**src/rtl/me_candidate_engine.sv**
```systemverilog
// ---------------------------------------------------------------------------
// me_candidate_engine
//   3DRS candidate evaluator. For each block it builds up to NUM_CAND
//   candidate motion vectors (spatial A/B, temporal T, two updated vectors and
//   the zero vector), sends each to an external SAD datapath, and keeps the
//   candidate with the lowest penalised cost. If the winning SAD is still
//   above TH, a +/-1 extended search around the winner follows. The selected
//   MV is handed out over a valid/ready handshake.
//
// Ports
//   clk_i                 rising-edge clock
//   reset_i               synchronous reset, active low
//   start_i               1-cycle pulse, begins a block (ignored while busy)
//   mv_a_x_i/mv_a_y_i     spatial candidate A (left neighbour)
//   mv_b_x_i/mv_b_y_i     spatial candidate B (top neighbour)
//   mv_t_x_i/mv_t_y_i     temporal candidate T (previous frame)
//   cand_req_o            1-cycle pulse, cand_x_o/cand_y_o valid for SAD
//   cand_x_o/cand_y_o     candidate MV, stable until the next request
//   sad_valid_i           SAD result for the outstanding request
//   sad_in_i              SAD value
//   busy_o                block in progress
//   mv_valid_o            result valid, held until mv_ready_i
//   mv_ready_i            consumer accepts the result
//   mv_x_o/mv_y_o         selected MV
//   best_sad_o            raw SAD of the selected MV
//   ext_used_o            extended search ran for this block
// ---------------------------------------------------------------------------
module me_candidate_engine #(
    parameter int MV_W     = 7,
    parameter int SAD_W    = 16,
    parameter int NUM_CAND = 6,
    parameter int RANGE    = 31,
    parameter int PEN_T    = 8,
    parameter int PEN_UPD  = 32,
    parameter int EXT_EN   = 1,
    parameter int TH       = 512
) (
    input  logic                    clk_i,
    input  logic                    reset_i,
    input  logic                    start_i,
    input  logic signed [MV_W-1:0]  mv_a_x_i,
    input  logic signed [MV_W-1:0]  mv_a_y_i,
    input  logic signed [MV_W-1:0]  mv_b_x_i,
    input  logic signed [MV_W-1:0]  mv_b_y_i,
    input  logic signed [MV_W-1:0]  mv_t_x_i,
    input  logic signed [MV_W-1:0]  mv_t_y_i,
    output logic                    cand_req_o,
    output logic signed [MV_W-1:0]  cand_x_o,
    output logic signed [MV_W-1:0]  cand_y_o,
    input  logic                    sad_valid_i,
    input  logic        [SAD_W-1:0] sad_in_i,
    output logic                    busy_o,
    output logic                    mv_valid_o,
    input  logic                    mv_ready_i,
    output logic signed [MV_W-1:0]  mv_x_o,
    output logic signed [MV_W-1:0]  mv_y_o,
    output logic        [SAD_W-1:0] best_sad_o,
    output logic                    ext_used_o
);

    localparam int EW = MV_W + 1;
    localparam int CW = SAD_W + 1;
    localparam logic [2:0] LAST_IDX = 3'(NUM_CAND - 1);
    localparam logic signed [EW-1:0] RMAX = EW'(RANGE);
    localparam logic signed [EW-1:0] RMIN = -RMAX;

    typedef enum logic [2:0] {
        S_IDLE, S_ISSUE, S_WAIT, S_EXT_ISSUE, S_EXT_WAIT, S_DONE
    } state_e;

    state_e state_q, state_d;

    logic        [2:0]       idx_q, idx_d;
    logic        [2:0]       ucnt_q, ucnt_d;
    logic        [2:0]       uidx_q, uidx_d;
    logic                    ext_q, ext_d;
    logic signed [MV_W-1:0]  aX_q, aX_d, aY_q, aY_d;
    logic signed [MV_W-1:0]  bX_q, bX_d, bY_q, bY_d;
    logic signed [MV_W-1:0]  tX_q, tX_d, tY_q, tY_d;
    logic signed [MV_W-1:0]  ctrX_q, ctrX_d, ctrY_q, ctrY_d;
    logic signed [MV_W-1:0]  bestX_q, bestX_d, bestY_q, bestY_d;
    logic        [SAD_W-1:0] bestSad_q, bestSad_d;
    logic        [CW-1:0]    bestCost_q, bestCost_d;

    logic signed [MV_W-1:0]  candX, candY;
    logic        [CW-1:0]    candPen, candCost;
    logic        [2:0]       uidxB;
    logic                    takeBest;
    logic signed [MV_W-1:0]  newX, newY;
    logic        [SAD_W-1:0] newSad;

    function automatic logic signed [MV_W-1:0] clampMv(input logic signed [EW-1:0] v);
        if (v > RMAX) return RMAX[MV_W-1:0];
        if (v < RMIN) return RMIN[MV_W-1:0];
        return v[MV_W-1:0];
    endfunction

    // Update table x/y components. Entries 0..3 double as the +/-1
    // neighbour offsets of the extended search.
    function automatic logic signed [2:0] updX(input logic [2:0] i);
        case (i)
            3'd0:    return 3'sd1;
            3'd1:    return -3'sd1;
            3'd4:    return 3'sd2;
            3'd5:    return -3'sd2;
            default: return 3'sd0;
        endcase
    endfunction

    function automatic logic signed [2:0] updY(input logic [2:0] i);
        case (i)
            3'd2:    return 3'sd1;
            3'd3:    return -3'sd1;
            3'd6:    return 3'sd2;
            3'd7:    return -3'sd2;
            default: return 3'sd0;
        endcase
    endfunction

    assign uidxB = uidx_q + 3'd4;

    // Candidate and penalty for the current index. Inputs are stored already
    // clamped, so only the sums need saturating here.
    always_comb begin
        candX   = '0;
        candY   = '0;
        candPen = '0;
        if (ext_q) begin
            candX = clampMv(EW'(ctrX_q) + EW'(updX({1'b0, idx_q[1:0]})));
            candY = clampMv(EW'(ctrY_q) + EW'(updY({1'b0, idx_q[1:0]})));
        end else begin
            case (idx_q)
                3'd0: begin candX = aX_q; candY = aY_q; end
                3'd1: begin candX = bX_q; candY = bY_q; end
                3'd2: begin candX = tX_q; candY = tY_q; candPen = CW'(PEN_T); end
                3'd3: begin
                    candX   = clampMv(EW'(aX_q) + EW'(updX(uidx_q)));
                    candY   = clampMv(EW'(aY_q) + EW'(updY(uidx_q)));
                    candPen = CW'(PEN_UPD);
                end
                3'd4: begin
                    candX   = clampMv(EW'(bX_q) + EW'(updX(uidxB)));
                    candY   = clampMv(EW'(bY_q) + EW'(updY(uidxB)));
                    candPen = CW'(PEN_UPD);
                end
                default: begin candX = '0; candY = '0; end
            endcase
        end
    end

    assign candCost = {1'b0, sad_in_i} + candPen;
    assign takeBest = sad_valid_i && (candCost < bestCost_q) &&
                      ((state_q == S_WAIT) || (state_q == S_EXT_WAIT));
    assign newX     = takeBest ? candX : bestX_q;
    assign newY     = takeBest ? candY : bestY_q;
    assign newSad   = takeBest ? sad_in_i : bestSad_q;

    // Next-state logic: sequencing of the candidate and extended phases.
    always_comb begin
        state_d    = state_q;
        idx_d      = idx_q;
        ucnt_d     = ucnt_q;
        uidx_d     = uidx_q;
        ext_d      = ext_q;
        aX_d       = aX_q;
        aY_d       = aY_q;
        bX_d       = bX_q;
        bY_d       = bY_q;
        tX_d       = tX_q;
        tY_d       = tY_q;
        ctrX_d     = ctrX_q;
        ctrY_d     = ctrY_q;
        bestX_d    = bestX_q;
        bestY_d    = bestY_q;
        bestSad_d  = bestSad_q;
        bestCost_d = bestCost_q;
        if (takeBest) begin
            bestX_d    = candX;
            bestY_d    = candY;
            bestSad_d  = sad_in_i;
            bestCost_d = candCost;
        end
        case (state_q)
            S_IDLE: begin
                if (start_i) begin
                    aX_d       = clampMv(EW'(mv_a_x_i));
                    aY_d       = clampMv(EW'(mv_a_y_i));
                    bX_d       = clampMv(EW'(mv_b_x_i));
                    bY_d       = clampMv(EW'(mv_b_y_i));
                    tX_d       = clampMv(EW'(mv_t_x_i));
                    tY_d       = clampMv(EW'(mv_t_y_i));
                    uidx_d     = ucnt_q;
                    ucnt_d     = ucnt_q + 3'd1;
                    idx_d      = '0;
                    ext_d      = 1'b0;
                    bestCost_d = '1;
                    state_d    = S_ISSUE;
                end
            end
            S_ISSUE:     state_d = S_WAIT;
            S_EXT_ISSUE: state_d = S_EXT_WAIT;
            S_WAIT: begin
                if (sad_valid_i) begin
                    if (idx_q < LAST_IDX) begin
                        idx_d   = idx_q + 3'd1;
                        state_d = S_ISSUE;
                    end else if ((EXT_EN != 0) && (32'(newSad) > 32'(TH))) begin
                        ctrX_d  = newX;
                        ctrY_d  = newY;
                        idx_d   = '0;
                        ext_d   = 1'b1;
                        state_d = S_EXT_ISSUE;
                    end else begin
                        state_d = S_DONE;
                    end
                end
            end
            S_EXT_WAIT: begin
                if (sad_valid_i) begin
                    if (idx_q[1:0] == 2'd3) begin
                        state_d = S_DONE;
                    end else begin
                        idx_d   = idx_q + 3'd1;
                        state_d = S_EXT_ISSUE;
                    end
                end
            end
            S_DONE: begin
                if (mv_ready_i) state_d = S_IDLE;
            end
            default: state_d = S_IDLE;
        endcase
    end

    // State register.
    always_ff @(posedge clk_i) begin
        if (!reset_i) state_q <= S_IDLE;
        else          state_q <= state_d;
    end

    // Datapath registers.
    always_ff @(posedge clk_i) begin
        if (!reset_i) begin
            idx_q      <= '0;
            ucnt_q     <= '0;
            uidx_q     <= '0;
            ext_q      <= 1'b0;
            aX_q       <= '0;
            aY_q       <= '0;
            bX_q       <= '0;
            bY_q       <= '0;
            tX_q       <= '0;
            tY_q       <= '0;
            ctrX_q     <= '0;
            ctrY_q     <= '0;
            bestX_q    <= '0;
            bestY_q    <= '0;
            bestSad_q  <= '0;
            bestCost_q <= '0;
        end else begin
            idx_q      <= idx_d;
            ucnt_q     <= ucnt_d;
            uidx_q     <= uidx_d;
            ext_q      <= ext_d;
            aX_q       <= aX_d;
            aY_q       <= aY_d;
            bX_q       <= bX_d;
            bY_q       <= bY_d;
            tX_q       <= tX_d;
            tY_q       <= tY_d;
            ctrX_q     <= ctrX_d;
            ctrY_q     <= ctrY_d;
            bestX_q    <= bestX_d;
            bestY_q    <= bestY_d;
            bestSad_q  <= bestSad_d;
            bestCost_q <= bestCost_d;
        end
    end

    assign cand_req_o = (state_q == S_ISSUE) || (state_q == S_EXT_ISSUE);
    assign cand_x_o   = candX;
    assign cand_y_o   = candY;
    assign busy_o     = (state_q != S_IDLE);
    assign mv_valid_o = (state_q == S_DONE);
    assign mv_x_o     = bestX_q;
    assign mv_y_o     = bestY_q;
    assign best_sad_o = bestSad_q;
    assign ext_used_o = ext_q;

endmodule

```
**config.mk**
```make
export PLATFORM = sky130hd
export DESIGN_NAME = me_candidate_engine
export DESIGN_NICKNAME = d
export VERILOG_FILES = /design/src/rtl/me_candidate_engine.sv
export SDC_FILE = /design/constraint.sdc
export NUM_CORES = 1
export LEC_CHECK = 0
export ABC_AREA = 1
export CAP_MARGIN = 10
export CORE_ASPECT_RATIO = 0.5
export CORE_MARGIN = 8
export CORE_UTILIZATION = 40
export DETAILED_ROUTE_END_ITERATION = 12
export PLACE_DENSITY_LB_ADDON = 0.25
export SYNTH_ARGS = -nofsm -noshare
export SYNTH_HDL_FRONTEND = slang
export SYNTH_SLANG_ARGS = --single-unit
```
**constraint.sdc**
```tcl
create_clock -name clk_i -period 4.4 [get_ports clk_i]
set_input_delay 0.44 -clock clk_i [delete_from_list [all_inputs] [get_ports clk_i]]
set_output_delay 0.44 -clock clk_i [all_outputs]
set_load 0.02 [all_outputs]
```
* After elaboration in Yosys (flattened, before gate mapping)
Cells that the tools add are included.
** Cells by class
- Equal/unequal tests :: 34
- Order comparisons :: 27
- Muxes and demuxes :: 176
- Bitwise operators :: 1
- Reduce and logical (&&, ||, !) cells :: 18
- Add/subtract/negate cells :: 10
** Operators with widths (count)
- $mux W7 :: 52
- $mux W1 :: 84
- $pmux W7 S5 :: 2
- $mux W3 :: 23
- $mux W17 :: 4
- $add A7 B3 Y8 :: 6
- $gt A8 B6 Y1 const B :: 6
- $lt A8 B6 Y1 const B :: 6
- $pmux W3 S4 :: 4
- $gt A7 B6 Y1 const B :: 6
- $lt A7 B6 Y1 const B :: 6
- $eq A3 B3 Y1 const B :: 11
- $eq A3 B2 Y1 const B :: 8
- $pmux W3 S6 :: 1
- $add A16 B17 Y17 :: 1
- $lt A17 B17 Y1 :: 1
- $gt A16 B10 Y1 const B :: 1
- $mux W16 :: 1
- $eq A3 B1 Y1 const B :: 4
- $logic_not A3 Y1 :: 4
- $pmux W3 S2 :: 2
- $pmux W6 S2 :: 1
- $ne A2 B2 Y1 const B :: 5
- $pmux W3 S3 :: 1
- other kinds (19) :: 26
** Word-level totals
- Bits in registers :: 116
- Input port bits :: 63
- Word-level logic and storage cells :: 283
- Output and inout bits :: 48

* Longest topological paths before layout
- Word-level depth :: 18
- Depth in mapped cells :: 37
- Mapped depth without buffers :: 37

* Worst setup path after synthesis
No wires, ideal clock.
- Path type :: register to register
- From :: register idx_q[0]
- To :: register ctrX_q[4]
- Buffers on the path :: 2
- Setup slack :: -419 ps
- Setup time :: 113 ps
- Arrival time :: 4706 ps
- Cell stages (with the launch flop) :: 34
- Clock period less this slack :: 4819 ps
- Required time :: 4287 ps
- Path through :: dfxtp_1 inv_1 ha_1 inv_1 nor2_1 clkinv_1 nor2_1 ha_1 ha_1 nand2_1 a21oi_1 nand2_1 nor2_1 nand3_1 nor3b_1 nand3_1 xor2_1 ha_1 nand2_1 inv_1 nand2_1 nand2_1 a21oi_2 nand4_4 buf_4 o21ai_1 nand2_1 nor2_2 nand4_1 nand4_4 inv_4 buf_6 o21ai_2 nor2_1
** On the way
- Word-level cells in the longest chain between the ends :: 12
- Elaborated cells on any way between the ends :: 35
- Classes of those cells :: 2 x add/sub; 5 x order compare; 5 x eq/ne; 16 x mux; 1 x bitwise; 6 x reduce/logical
** Ends and longest elaborated chain
- from (decl) :: line 73 : logic [2:0] idx_q, idx_d;
- from (signal assigned) :: line 261 : idx_q <= idx_d;
- parallel branches: the longest is 12 deep, another holds $add A16 B17 Y17
- to (signal assigned) :: line 271 : ctrX_q <= ctrX_d;
- to (decl) :: line 80 : logic signed [MV_W-1:0] ctrX_q, ctrX_d, ctrY_q, ctrY_d;
Parallel ways; which one is timed is not known. The select of a mux whose other input is x is not followed.
A chain may end at the register's enable or synchronous reset.

* Worst setup path in the final report
- From :: register idx_q[1]
- To :: register ctrY_q[2]
** On the way
- Word-level cells in the longest chain between the ends :: 12
- Elaborated cells on any way between the ends :: 35
- Classes of those cells :: 2 x add/sub; 5 x order compare; 6 x eq/ne; 16 x mux; 1 x bitwise; 5 x reduce/logical
** Ends and longest elaborated chain
- parallel branches: the longest is 12 deep, another holds $add A16 B17 Y17
- to (signal assigned) :: line 272 : ctrY_q <= ctrY_d;
- to (decl) :: line 80
Parallel ways; which one is timed is not known. The select of a mux whose other input is x is not followed.

==> flow_metrics.env <==
export IMPL_grtUsageTotal_pct=19.5
export IMPL_critical_path_class="flip-flop to flip-flop"
export IMPL_startpoint="idx_q[1]"
export IMPL_syn_cell_area_um2=8640
export IMPL_routed_wl_mm=27.1
export IMPL_hpwl_mm=19.9
export IMPL_grt_overflow=0
export IMPL_peakVddDrop_uv=274
export IMPL_grt_setup_unrepaired="true"
export IMPL_synth_edf_count=0
export IMPL_row_count=38
export IMPL_gp_congestion=0.920
export IMPL_vias_per_cell=5.08
export IMPL_start_util_pct=40.3
export IMPL_cts_root_buf="clkbuf_16"
export IMPL_ys_warn_count=0
export IMPL_synth_cells=1307
export IMPL_cts_max_level=4
export IMPL_clock_path_buffers=2
export IMPL_fin_worst_skew_ns=0.0108
export IMPL_clk_pin_slew_worst_paths_ns=0.06
export IMPL_hold_violations=0
export IMPL_io_buffer_count=110
export IMPL_cap_violations=0
export IMPL_drive_gt1_share_pct=16.5
export IMPL_grt_busiest_layer="met2"
export IMPL_hold_start="tY_q[4]"
export IMPL_fin_crit_ns=4.71
export IMPL_grt_pass1_vias=8607
export IMPL_yosys_area_top_type="dfxtp_1"
export IMPL_critPathTopFamily="simple AND/OR/NAND/NOR gates"
export IMPL_final_util_pct=54.7
export IMPL_antenna_found_initial=0
export IMPL_antenna_left=0
export IMPL_async_reset_ff_share_pct=0
export IMPL_grt_use_met2_pct=32.2
export IMPL_synth_cell_types=49
export IMPL_yosysMostFrequentCell="nand2_1"
export IMPL_use_met1_pct=25.0
export IMPL_tightest_slew_ns=0.837
export IMPL_hold_buffers=0
export IMPL_seq_area_frac_synth_pct=26.9
export IMPL_synth_top_cell_area_share_pct=26.9
export IMPL_clock_sinks=116
export IMPL_timing_final_crit_share_pct=107
export IMPL_status="complete, but fails checks"
export IMPL_cp_num_buf_inv=5
export IMPL_leakage_uw=0.00568
export IMPL_required_ns=4.71
export IMPL_violations="setup timing"
export IMPL_grt_start_max_net_pins=47
export IMPL_layout_nets=1614
export IMPL_worstHoldPathType="flip-flop to flip-flop"
export IMPL_antenna_cells=0
export IMPL_drt_iter0_drc=660
export IMPL_synth_area_leaders="dfxtp_1 (27%), nand2_1 (11%), ha_1 (11%), inv_1 (9.3%), o21ai_0 (6.6%)"
export IMPL_grt_pass1_wl_mm=42.6
export IMPL_postSynthRegisterBits=116
export IMPL_setup_viol=20
export IMPL_timing_final_max_slew_violations=0
export IMPL_core_um2=21400
export IMPL_synthFlopType="dfxtp_1"
export IMPL_layout_setup_ws_ns=-0.313
export IMPL_max_freq_mhz=212
export IMPL_critPathMaxFanout=5
export IMPL_die_y_um=120
export IMPL_reg2reg_from="idx_q[1]"
export IMPL_crit_slowest_cell="dfxtp_4"
export IMPL_p_per_area_nw_per_um2=404
export IMPL_place_ws_ns=-0.423
export IMPL_ios=111
export IMPL_startpoint_type="flip-flop"
export IMPL_die_x_um=224
export IMPL_clock_latency_ns=0.44
export IMPL_drt_pass1_iter_count=5
export IMPL_syn_to_final_growth_pct=35.6
export IMPL_use_met3_pct=4.68
export IMPL_wl_per_cell_um=15.2
export IMPL_timing_slew_headroom_pct=44.1
export IMPL_cts_tree="yes"
export IMPL_critPathArrivalTime_ns=5.03
export IMPL_synth_nets=1451
export IMPL_vias=9063
export IMPL_synthTopCellsByCount="nand2_1 (256), inv_1 (214), nor2_1 (132)"
export IMPL_cpPeakStageDelay_ns=0.37
export IMPL_die_area_um2=26900
export IMPL_crit_path_end_kind="flip-flop"
export IMPL_syn_area_per_cell_um2=6.61
export IMPL_drc=0
export IMPL_cts_made_buffers=17
export IMPL_power_uw=4740
cell type report:
type                            instances  area (um2)
Timing Repair Buffer                  186        1790
Clock inverter                         15         159
Fill cell                            2005        9720
Tap cell                              300         375
Multi-Input combinational cell        929        5800
Sequential cell                       116        2330
Inverter                              220         845
Clock buffer                           17         425
layer usage:
layer  vias up  wire length, um
li1       4570                -
met1      4199            12500
met2       249            12500
met3        45             1620
met4         0              504
met5         -                0
cells by family after synthesis:
logic type,synth area share [%]
buf+inv,11.9
flops,26.9
simple gates,26.1
fa+ha+maj,12.2
xor+xnor,4.15
compound gates,18.7
per-stage QoR:
step / cells / setup TNS [ns] / cell area [um2] / hold WS [ns]
after CTS: 1774 / -4.16 / 11200 / 0.462
final: 1783 / -5.34 / 11700 / 0.464
after global routing: 1783 / -10.72 / 11700 / 0.467
after detailed placement: 1733 / -7.37 / 10400 / 0.454
after global placement: 1733 / -4.67 / 10400 / 0.451
after floorplan: 1307 / 0 / 8680 / 0.430
worst paths after layout:
path,endpoint,slack (ns),cells past startpoint
min reg2reg,tY_q[4],0.46,2
max,ctrY_q[2],-0.31,36
max reg2reg,ctrY_q[2],-0.31,36
min,tY_q[4],0.46,2
where the power goes:
part / total [uW] / leakage, uW / switching [uW] / internal, uW
registers: 1260 / 0.000952 / 88.6 / 1170
logic: 2080 / 0.00445 / 1290 / 790
clock network: 1400 / 0.000280 / 565 / 835
total: 4740 / 0.00568 / 1940 / 2800
placed cells by master, fill, tap and decap left out, drive strengths merged, types with 4 or more instances in the layout:
cell type,netlist,layout
o211ai,13,13
nand3b,6,6
nor4,4,4
xnor2,10,10
o21bai,8,8
nand4,16,16
buf,11,76
nand2,273,273
a21oi,108,108
fa,6,6
clkinvlp,0,4
o21ai,125,125
o221ai,5,5
ha,75,75
inv,218,219
a211oi,5,5
clkdlybuf4s50,0,99
dlymetal6s2s,0,6
clkinv,2,10
nand3,63,63
nor3,14,14
clkbuf,31,18
nor2,140,140
xor2,31,31
dfxtp,116,116
o22ai,8,8
registers in the layout, indices dropped and copies added, names as in the netlist:
| signal | cells |
|---|---|
| aX_q | 7 |
| aY_q | 7 |
| bX_q | 7 |
| bY_q | 7 |
| bestCost_q | 17 |
| best_sad_o | 16 |
| ctrX_q | 7 |
| ctrY_q | 7 |
| ext_used_o | 1 |
| idx_q | 3 |
| mv_x_o | 7 |
| mv_y_o | 7 |
| state_q | 3 |
| tX_q | 7 |
| tY_q | 7 |
| ucnt_q | 3 |
| uidx_q | 3 |
what timing repair did:
item	CTS	global route
setup endpoints to repair	25	60
hold endpoints to repair	0	0
gates cloned	1	1
buffers inserted	8	10
resized for setup	47	103
pin swaps	25	39
worst reg2reg max path, delay by kind of cell (launching register included):
family          cells  cell delay (ns)
compound gates      3             0.32
xor+xnor            1             0.19
fa+ha+maj           3             0.76
buf+inv             5             0.54
flops               1             0.37
simple gates       24             2.43
(Power assumes the default switching activity.)
